<file path="src/rtl/cpu_sram_bridge.sv">
// Bridges one sram-like core channel (req/addr_ok/data_ok) onto a synchronous SRAM port.
// Define BRIDGE_RDATA_BYPASS_EN to return read data combinationally in cycle T+SRAM_LAT.
module cpu_sram_bridge #(
  parameter int unsigned SRAM_LAT = 1
) (
  input  logic        clk,
  input  logic        rst,
  input  logic        cpu_req,
  input  logic        cpu_wr,
  input  logic [1:0]  cpu_size,
  input  logic [31:0] cpu_addr,
  input  logic [31:0] cpu_wdata,
  output logic        cpu_addr_ok,
  output logic        cpu_data_ok,
  output logic [31:0] cpu_rdata,
  output logic        sram_en,
  output logic [3:0]  sram_wen,
  output logic [31:0] sram_addr,
  output logic [31:0] sram_wdata,
  input  logic [31:0] sram_rdata
);

  typedef enum logic [1:0] {IDLE, WAIT, RESP} state_t;

  state_t      state;
  logic [1:0]  cnt;
  logic        rd_q;
  logic [31:0] rdata_q;
  logic        last_cycle;
  logic        can_accept;
  logic [3:0]  wen_raw;
  logic [31:0] wdata_rep;

  assign last_cycle = (state == WAIT) && (cnt == 2'd1);

`ifdef BRIDGE_RDATA_BYPASS_EN
  // Response cycle doubles as the next accept slot, so streams run at one per SRAM_LAT.
  assign can_accept  = (state == IDLE) || last_cycle;
  assign cpu_data_ok = last_cycle && !rst;
  assign cpu_rdata   = (cpu_data_ok && rd_q) ? sram_rdata : rdata_q;
`else
  assign can_accept  = (state == IDLE) || (state == RESP);
  assign cpu_data_ok = (state == RESP) && !rst;
  assign cpu_rdata   = rdata_q;
`endif

  assign cpu_addr_ok = cpu_req && !rst && can_accept;
  assign sram_en     = cpu_addr_ok;
  assign sram_addr   = cpu_addr;
  assign sram_wdata  = wdata_rep;
  assign sram_wen    = (cpu_addr_ok && cpu_wr) ? wen_raw : '0;

  // Misaligned and reserved sizes leave every lane disabled but still complete normally.
  always_comb begin
    wen_raw   = '0;
    wdata_rep = cpu_wdata;
    case (cpu_size)
      2'd0: begin
        wen_raw   = 4'b0001 << cpu_addr[1:0];
        wdata_rep = {4{cpu_wdata[7:0]}};
      end
      2'd1: begin
        wen_raw   = cpu_addr[0] ? 4'b0000 : (cpu_addr[1] ? 4'b1100 : 4'b0011);
        wdata_rep = {2{cpu_wdata[15:0]}};
      end
      2'd2: begin
        wen_raw   = (cpu_addr[1:0] == 2'b00) ? 4'b1111 : 4'b0000;
        wdata_rep = cpu_wdata;
      end
      default: begin
        wen_raw   = '0;
        wdata_rep = cpu_wdata;
      end
    endcase
  end

  always_ff @(posedge clk) begin
    if (rst) begin
      state   <= IDLE;
      cnt     <= '0;
      rd_q    <= 1'b0;
      rdata_q <= '0;
    end else begin
      if (last_cycle && rd_q)
        rdata_q <= sram_rdata;
      if (cpu_addr_ok) begin
        state <= WAIT;
        cnt   <= 2'(SRAM_LAT);
        rd_q  <= !cpu_wr;
      end else begin
        case (state)
          WAIT: begin
            cnt <= cnt - 2'd1;
            if (cnt == 2'd1) begin
`ifdef BRIDGE_RDATA_BYPASS_EN
              state <= IDLE;
`else
              state <= RESP;
`endif
            end
          end
          RESP:    state <= IDLE;
          default: state <= IDLE;
        endcase
      end
    end
  end

endmodule

</file>
<file path="config.mk">
export PLATFORM = sky130hd
export DESIGN_NAME = cpu_sram_bridge
export DESIGN_NICKNAME = d
export VERILOG_FILES = /design/src/rtl/cpu_sram_bridge.sv
export SDC_FILE = /design/constraint.sdc
export NUM_CORES = 1
export LEC_CHECK = 0
export CORE_AREA = 3 3 78 80
export CTS_CLUSTER_SIZE = 16
export DETAILED_ROUTE_END_ITERATION = 7
export DIE_AREA = 0 0 81 83
export DONT_BUFFER_PORTS = 1
export PLACE_DENSITY = 0.52
export SYNTH_ARGS = -nofsm -noshare
export SYNTH_HDL_FRONTEND = slang
export SYNTH_SLANG_ARGS = --single-unit
</file>
<file path="constraint.sdc">
create_clock -name clk -period 2.2 [get_ports clk]
set_clock_uncertainty 0.05 [all_clocks]
set_input_delay 0 -clock clk [delete_from_list [all_inputs] [get_ports clk]]
set_output_delay 0 -clock clk [all_outputs]
set_load 0.02 [all_outputs]
</file>
==> out/metrics.csv, run 1 <==
stage;metric;value;unit
final_layout;nFillCells;496;
final_layout;final_cell_area;2870;um^2
power_and_ir_drop;power_density;520;nW/um^2
hold_path;min_from;rst;
critical_path;crit_required;2.37;ns
timing;tightestPinTransition;0.742;ns
critical_path;start_kind;register;
critical_path;crit_family;buffers and inverters;
placement;gp_congestion;0.680;
critical_path;worstPathArrival;2.17;ns
floorplan;rows;27;
grt;antenna_found_initial;0;
timing;fmax;500;MHz
critical_path;max_stage_delay;0.60;ns
drt;drc;0;
floorplan;pin_count;205;
cts;clock_sinks;37;
cts;root_buffer;clkbuf_8;
drt;dr.pass1.iters;4;
placement;port_buffers;0;
final_layout;layout-drive-gt1-share;0.115;
final_layout;multi_input_area;945;um^2
yosys;syn_area_per_cell;7.93;um^2
yosys;synth_top_cell_by_area;dfxtp_1;
power_and_ir_drop;leakagePower;1.09;nW
floorplan;start_util;0.380;
timing;finalCritPeriodShare;0.909;
critical_path;worstSetupPathType;register to register;
cts;clk_path_buf_depth;2;
critical_path;slowest_stage;dlygate4sd3_1;
grt;overflow;0;
final_layout;syn2layout_area_growth;37.9;%
final_layout;post-route-util;0.524;
power_and_ir_drop;pwr-share-clk;0.306;
cts;htree_num_levels;2;
timing;slew_violations;0;
drt;postRouteAntennaNets;0;
timing;relSlewSlack;0.500;
yosys;synth_seq_cells;37;
power_and_ir_drop;vdd_drop_max;310;uV
drt;vias;1878;
run;drv_cap;0;
timing;finalSetupTns;0;ns
floorplan;die-area;6720;um^2
status;status;finished clean;
floorplan;dieWidth;81;um
cts;cts_tree;yes;
yosys;synth_area;2080;um^2
cts;path_clk_slew;0.07;ns
power_and_ir_drop;pwr-share-seq;0.467;
power_and_ir_drop;p_sw;0.435;mW
final_layout;n_antenna_cell;0;
grt;grt_pass1_vias;1942;
power_and_ir_drop;comb_power_share;0.227;
yosys;postSynthCellCount;262;
drt;drt-initial-drc-count;84;
power_and_ir_drop;intPower;1.06;mW
yosys;yosysUniqueCellTypes;28;
critical_path;crit_path_end_kind;register;
yosys;yosys_warnings;0;
timing;hold_viol;0;
floorplan;die_h;83;um
critical_path;reg2reg_from;cnt[0]$_SDFFE_PP0P_;
grt;grt_pass1_wl;9190;um
floorplan;coreArea;5470;um^2
drt;finalWirelength;6130;um
yosys;synth_area_leaders;dfxtp_1 36%, buf_4 16%, nand2_1 13%;
drt;wl_per_cell;15.9;um
critical_path;cp_num_buf_inv;2;
grt;grtUsageTotal;0.172;
timing;finalSetupViolations;0;
power_and_ir_drop;p_sw_frac;0.292;
yosys;yosysSeqAreaShare;0.356;
hold_path;hold_class;input port to output port;
critical_path;path_cells;ha_1 > and4b_1 > buf_4 > nand2_1 > a21oi_1 > dlygate4sd3_1;
drt;viasPerCell;4.87;
placement;dpl_cell_area;1840;um^2
cts;numCtsBuffers;5;
final_layout;fin_nets;416;
final_layout;regArea;741;um^2
critical_path;critPathLaunch;cnt[0]$_SDFFE_PP0P_;
timing;rsz0062_at_grt;no;
yosys;yosys.area.top_type_share;0.356;
cts;cts_resized;0;
grt;grt_max_degree;38;
cts;post_cts_buffers;0;
timing;fin_crit;2.00;ns
cts;clk_latency;0.28;ns
yosys;syn_nets;365;
critical_path;critPathMaxFanout;20;
[power groups by stage]
stage	Sequential [mW]	Combinational, mW	Clock [mW]
2_1_floorplan	0.709	0.267	0
3_3_place_gp	0.711	0.155	0
3_5_place_dp	0.712	0.155	0
4_1_cts	0.696	0.339	0.474
5_1_grt	0.697	0.361	0.502
6_report	0.696	0.339	0.456
[path summary, 6_finish.rpt]
| path | to | slack (ns) | cells after the start |
|---|---|---|---|
| setup / recovery | cpu_rdata[14]$_SDFFE_PP0P_ | 0.20 | 6 |
| hold / removal | cpu_data_ok | 0.05 | 1 |
| setup reg to reg | cpu_rdata[14]$_SDFFE_PP0P_ | 0.20 | 6 |
| hold reg to reg | cnt[0]$_SDFFE_PP0P_ | 0.45 | 1 |
[per-layer routing]
layer,part of all wire,GRT usage,up-vias
li1,-,-,922
met1,0.35,0.170,838
met2,0.55,0.338,114
met3,0.085,0.0477,4
met4,0.0078,0.0461,0
met5,0,0,-
[registers in the layout, summed over array words and instances (netlist names)]
signal / count
cpu_rdata: 32
rd_q: 1
cnt: 2
state: 2
[final cells by class]
type | instances | area share
Sequential cell | 37 | 0.258
Tap cell | 72 | 0.0314
Clock buffer | 5 | 0.0240
Clock inverter | 3 | 0.00611
Timing Repair Buffer | 101 | 0.349
Multi-Input combinational cell | 167 | 0.330
Inverter | 1 | 0.00131
[cells by family after synthesis]
group                      Yosys count  synth area share
AOI/OAI and AO/OA                   49             0.125
DFF                                 37             0.356
xor gates and xnor gates             1           0.00422
and+or+nand+nor                     92             0.194
adders and majority gates            1           0.00602
muxes                               24             0.125
buffers and inverters               58             0.189
[synth_stat cells (all sizes together)]
cell,instances
nand2b,2
and2b,1
xor2,1
a21oi,36
and3b,1
nor4b,1
nand4b,1
dfxtp,37
clkbuf,6
o21ai,10
nor3,2
nor2,4
ha,1
mux2i,8
nor2b,1
inv,1
nor3b,3
a2111oi,1
mux2,16
a211oi,2
nand2,74
buf,51
nand3b,1
and4b,1
[what timing repair did]
| action | 4_1_cts | 5_1_grt |
|---|---|---|
| endpoints found under the setup margin | 0 | 0 |
| hold buffers | 93 | 0 |
| endpoints found under the hold margin | 77 | 0 |
[per-stage QoR]
stage / power, mW / setup slack, ns / instances / hold slack [ns]
6_report: 1.49 / 0.199 / 386 / 0.0460
4_1_cts: 1.51 / 0.290 / 386 / 0.0502
3_5_place_dp: 0.867 / 0.835 / 285 / -0.0499
5_1_grt: 1.56 / 0.0870 / 386 / 0.0623
2_1_floorplan: 0.976 / 0.629 / 262 / 0.00166
3_3_place_gp: 0.866 / 0.916 / 285 / -0.0499
[cells in the final DEF, fill, tap and decap left out, drive strengths merged, types with 3 or more instances in the layout]
cell type and n:
mux2 16, o21ai 10, buf 9, nor3b 3
a21oi 36, clkbuf 5, dlygate4sd3 92, dfxtp 37
nand2 74, nor2 4, mux2i 8
Power figures use the tool's default switching activity.
==> inputs of run 2 (changes only) <==
CORE_AREA = 2 2 79 81   (was 3 3 78 80)
PLACE_DENSITY = 0.49   (was 0.52)
==> run 2 against run 1 <==
The flow now stops in clock tree synthesis (4_1_cts). Synthesized cell count stayed put. Area after synthesis stayed put.
==> out/metrics.csv, run 2 <==
stage;metric;value;unit
yosys;synth_top_cell_by_area;dfxtp_1;
cts;cts_hold_buffers;101;
floorplan;dieWidth;81;um
yosys;yosys_most_used_dff;dfxtp_1;
floorplan;die_h;83;um
cts;root_buffer;clkbuf_8;
placement;dp_worst_setup_slack;0.599;ns
yosys;syn_nets;365;
yosys;yosysUniqueCellTypes;28;
yosys;synth_seq_cells;37;
yosys;yosys-top-cells-count;74 x nand2_1, 45 x buf_4, 37 x dfxtp_1;
yosys;postSynthCellCount;262;
placement;gp_congestion;0.663;
cts;clk_path_buf_depth;2;
cts;cts_resized;0;
yosys;yosys.area.top_type_share;0.356;
floorplan;rows;28;
cts;clock_sinks;37;
yosys;async_flop_share;0;
status;lastStage;clock tree synthesis (4_1_cts);
placement;dp_hpwl;3420;um
placement;port_buffers;0;
yosys;synth_area_leaders;dfxtp_1 36%, buf_4 16%, nand2_1 13%;
yosys;yosysSeqAreaShare;0.356;
status;status;stopped before the end;
status;error;[ERROR RSZ-0060] Max buffer count reached.;
yosys;synth_area;2080;um^2
cts;htree_num_levels;2;
cts;numCtsBuffers;5;
floorplan;start_util;0.357;
cts;post_cts_buffers;0;
yosys;syn_area_per_cell;7.93;um^2
yosys;synth_edf_count;0;
yosys;yosysMostFrequentCell;nand2_1;
floorplan;pin_count;205;
yosys;yosys_warnings;0;
## run 2: kinds of logic after synthesis
logic type | Yosys count | share of synthesized area
AOI/OAI and AO/OA | 49 | 0.125
and+or+nand+nor | 92 | 0.194
xor gates and xnor gates | 1 | 0.00422
buffers and inverters | 58 | 0.189
muxes | 24 | 0.125
adders and majority gates | 1 | 0.00602
DFF | 37 | 0.356
## run 2: metrics by stage
| stage | util | area (um^2) | cells |
|---|---|---|---|
| after floorplan | - | 2080 | 262 |
| after global placement | 0.318 | 1850 | 287 |
| after detailed placement | 0.318 | 1850 | 287 |
==> inputs of run 3 (changes only) <==
CORE_AREA = 2 2 80 82   (was 2 2 79 81)
CTS_CLUSTER_SIZE = default   (was 16)
DIE_AREA = 0 0 82 84   (was 0 0 81 83)
PLACE_DENSITY = default   (was 0.49)
PLACE_DENSITY_LB_ADDON = 0.15   (was default)
==> run 3 against run 2 <==
The flow again stops in clock tree synthesis (4_1_cts). Synthesized cell count is the same. Area after synthesis unchanged.
==> out/metrics.csv, run 3 <==
stage;metric;value;unit
yosys;synth_top_cell_by_area;dfxtp_1;
yosys;yosys_most_used_dff;dfxtp_1;
floorplan;pin_count;205;
yosys;syn_area_per_cell;7.93;um^2
cts;clk_path_buf_depth;2;
yosys;synth_edf_count;0;
status;status;stopped before the end;
status;error;[ERROR RSZ-0060] Max buffer count reached.;
cts;cts_resized;0;
floorplan;dieWidth;82;um
placement;gp_congestion;0.682;
yosys;synth_top_family_by_area;simple AND/OR/NAND/NOR gates;
cts;numCtsBuffers;5;
yosys;async_flop_share;0;
yosys;yosys.area.top_type_share;0.356;
placement;dp_hpwl;3270;um
status;lastStage;clock tree synthesis (4_1_cts);
yosys;yosysMostFrequentCell;nand2_1;
yosys;postSynthCellCount;262;
yosys;yosys-top-cells-count;74 x nand2_1, 45 x buf_4, 37 x dfxtp_1;
cts;clock_sinks;37;
floorplan;rows;29;
yosys;synth_area_leaders;dfxtp_1 36%, buf_4 16%, nand2_1 13%;
yosys;synth-simple-area-share;0.194;
yosys;synth_adder_area_share;0.00602;
yosys;synth_area;2080;um^2
floorplan;start_util;0.341;
cts;htree_num_levels;2;
cts;cts_hold_buffers;101;
yosys;yosys.area_share.xor_xnor;0.00421;
yosys;synth.mux.area_fraction;0.125;
yosys;yosys_warnings;0;
yosys;synth_seq_cells;37;
cts;root_buffer;clkbuf_8;
yosys;syn_nets;365;
yosys;synth_compound_area_frac;0.125;
yosys;yosysUniqueCellTypes;28;
floorplan;die_h;84;um
cts;post_cts_buffers;0;
placement;port_buffers;0;
yosys;yosysSeqAreaShare;0.356;
run 3: kinds of logic after synthesis:
kind of cell             count (synthesis)
flip-flops                              37
AND/OR/NAND/NOR                         92
multiplexers                            24
adder cells (fa/ha/maj)                  1
buffers and inverters                   58
XOR/XNOR                                 1
AO/OA/AOI/OAI                           49
run 3: metrics by stage:
step	setup slack (ns)	instance area, um^2	hold WS, ns	util	instances
floorplan	0.629	2080	0.00166	-	262
global placement	0.829	1840	-0.0499	0.302	289
detailed placement	0.799	1840	-0.0499	0.302	289
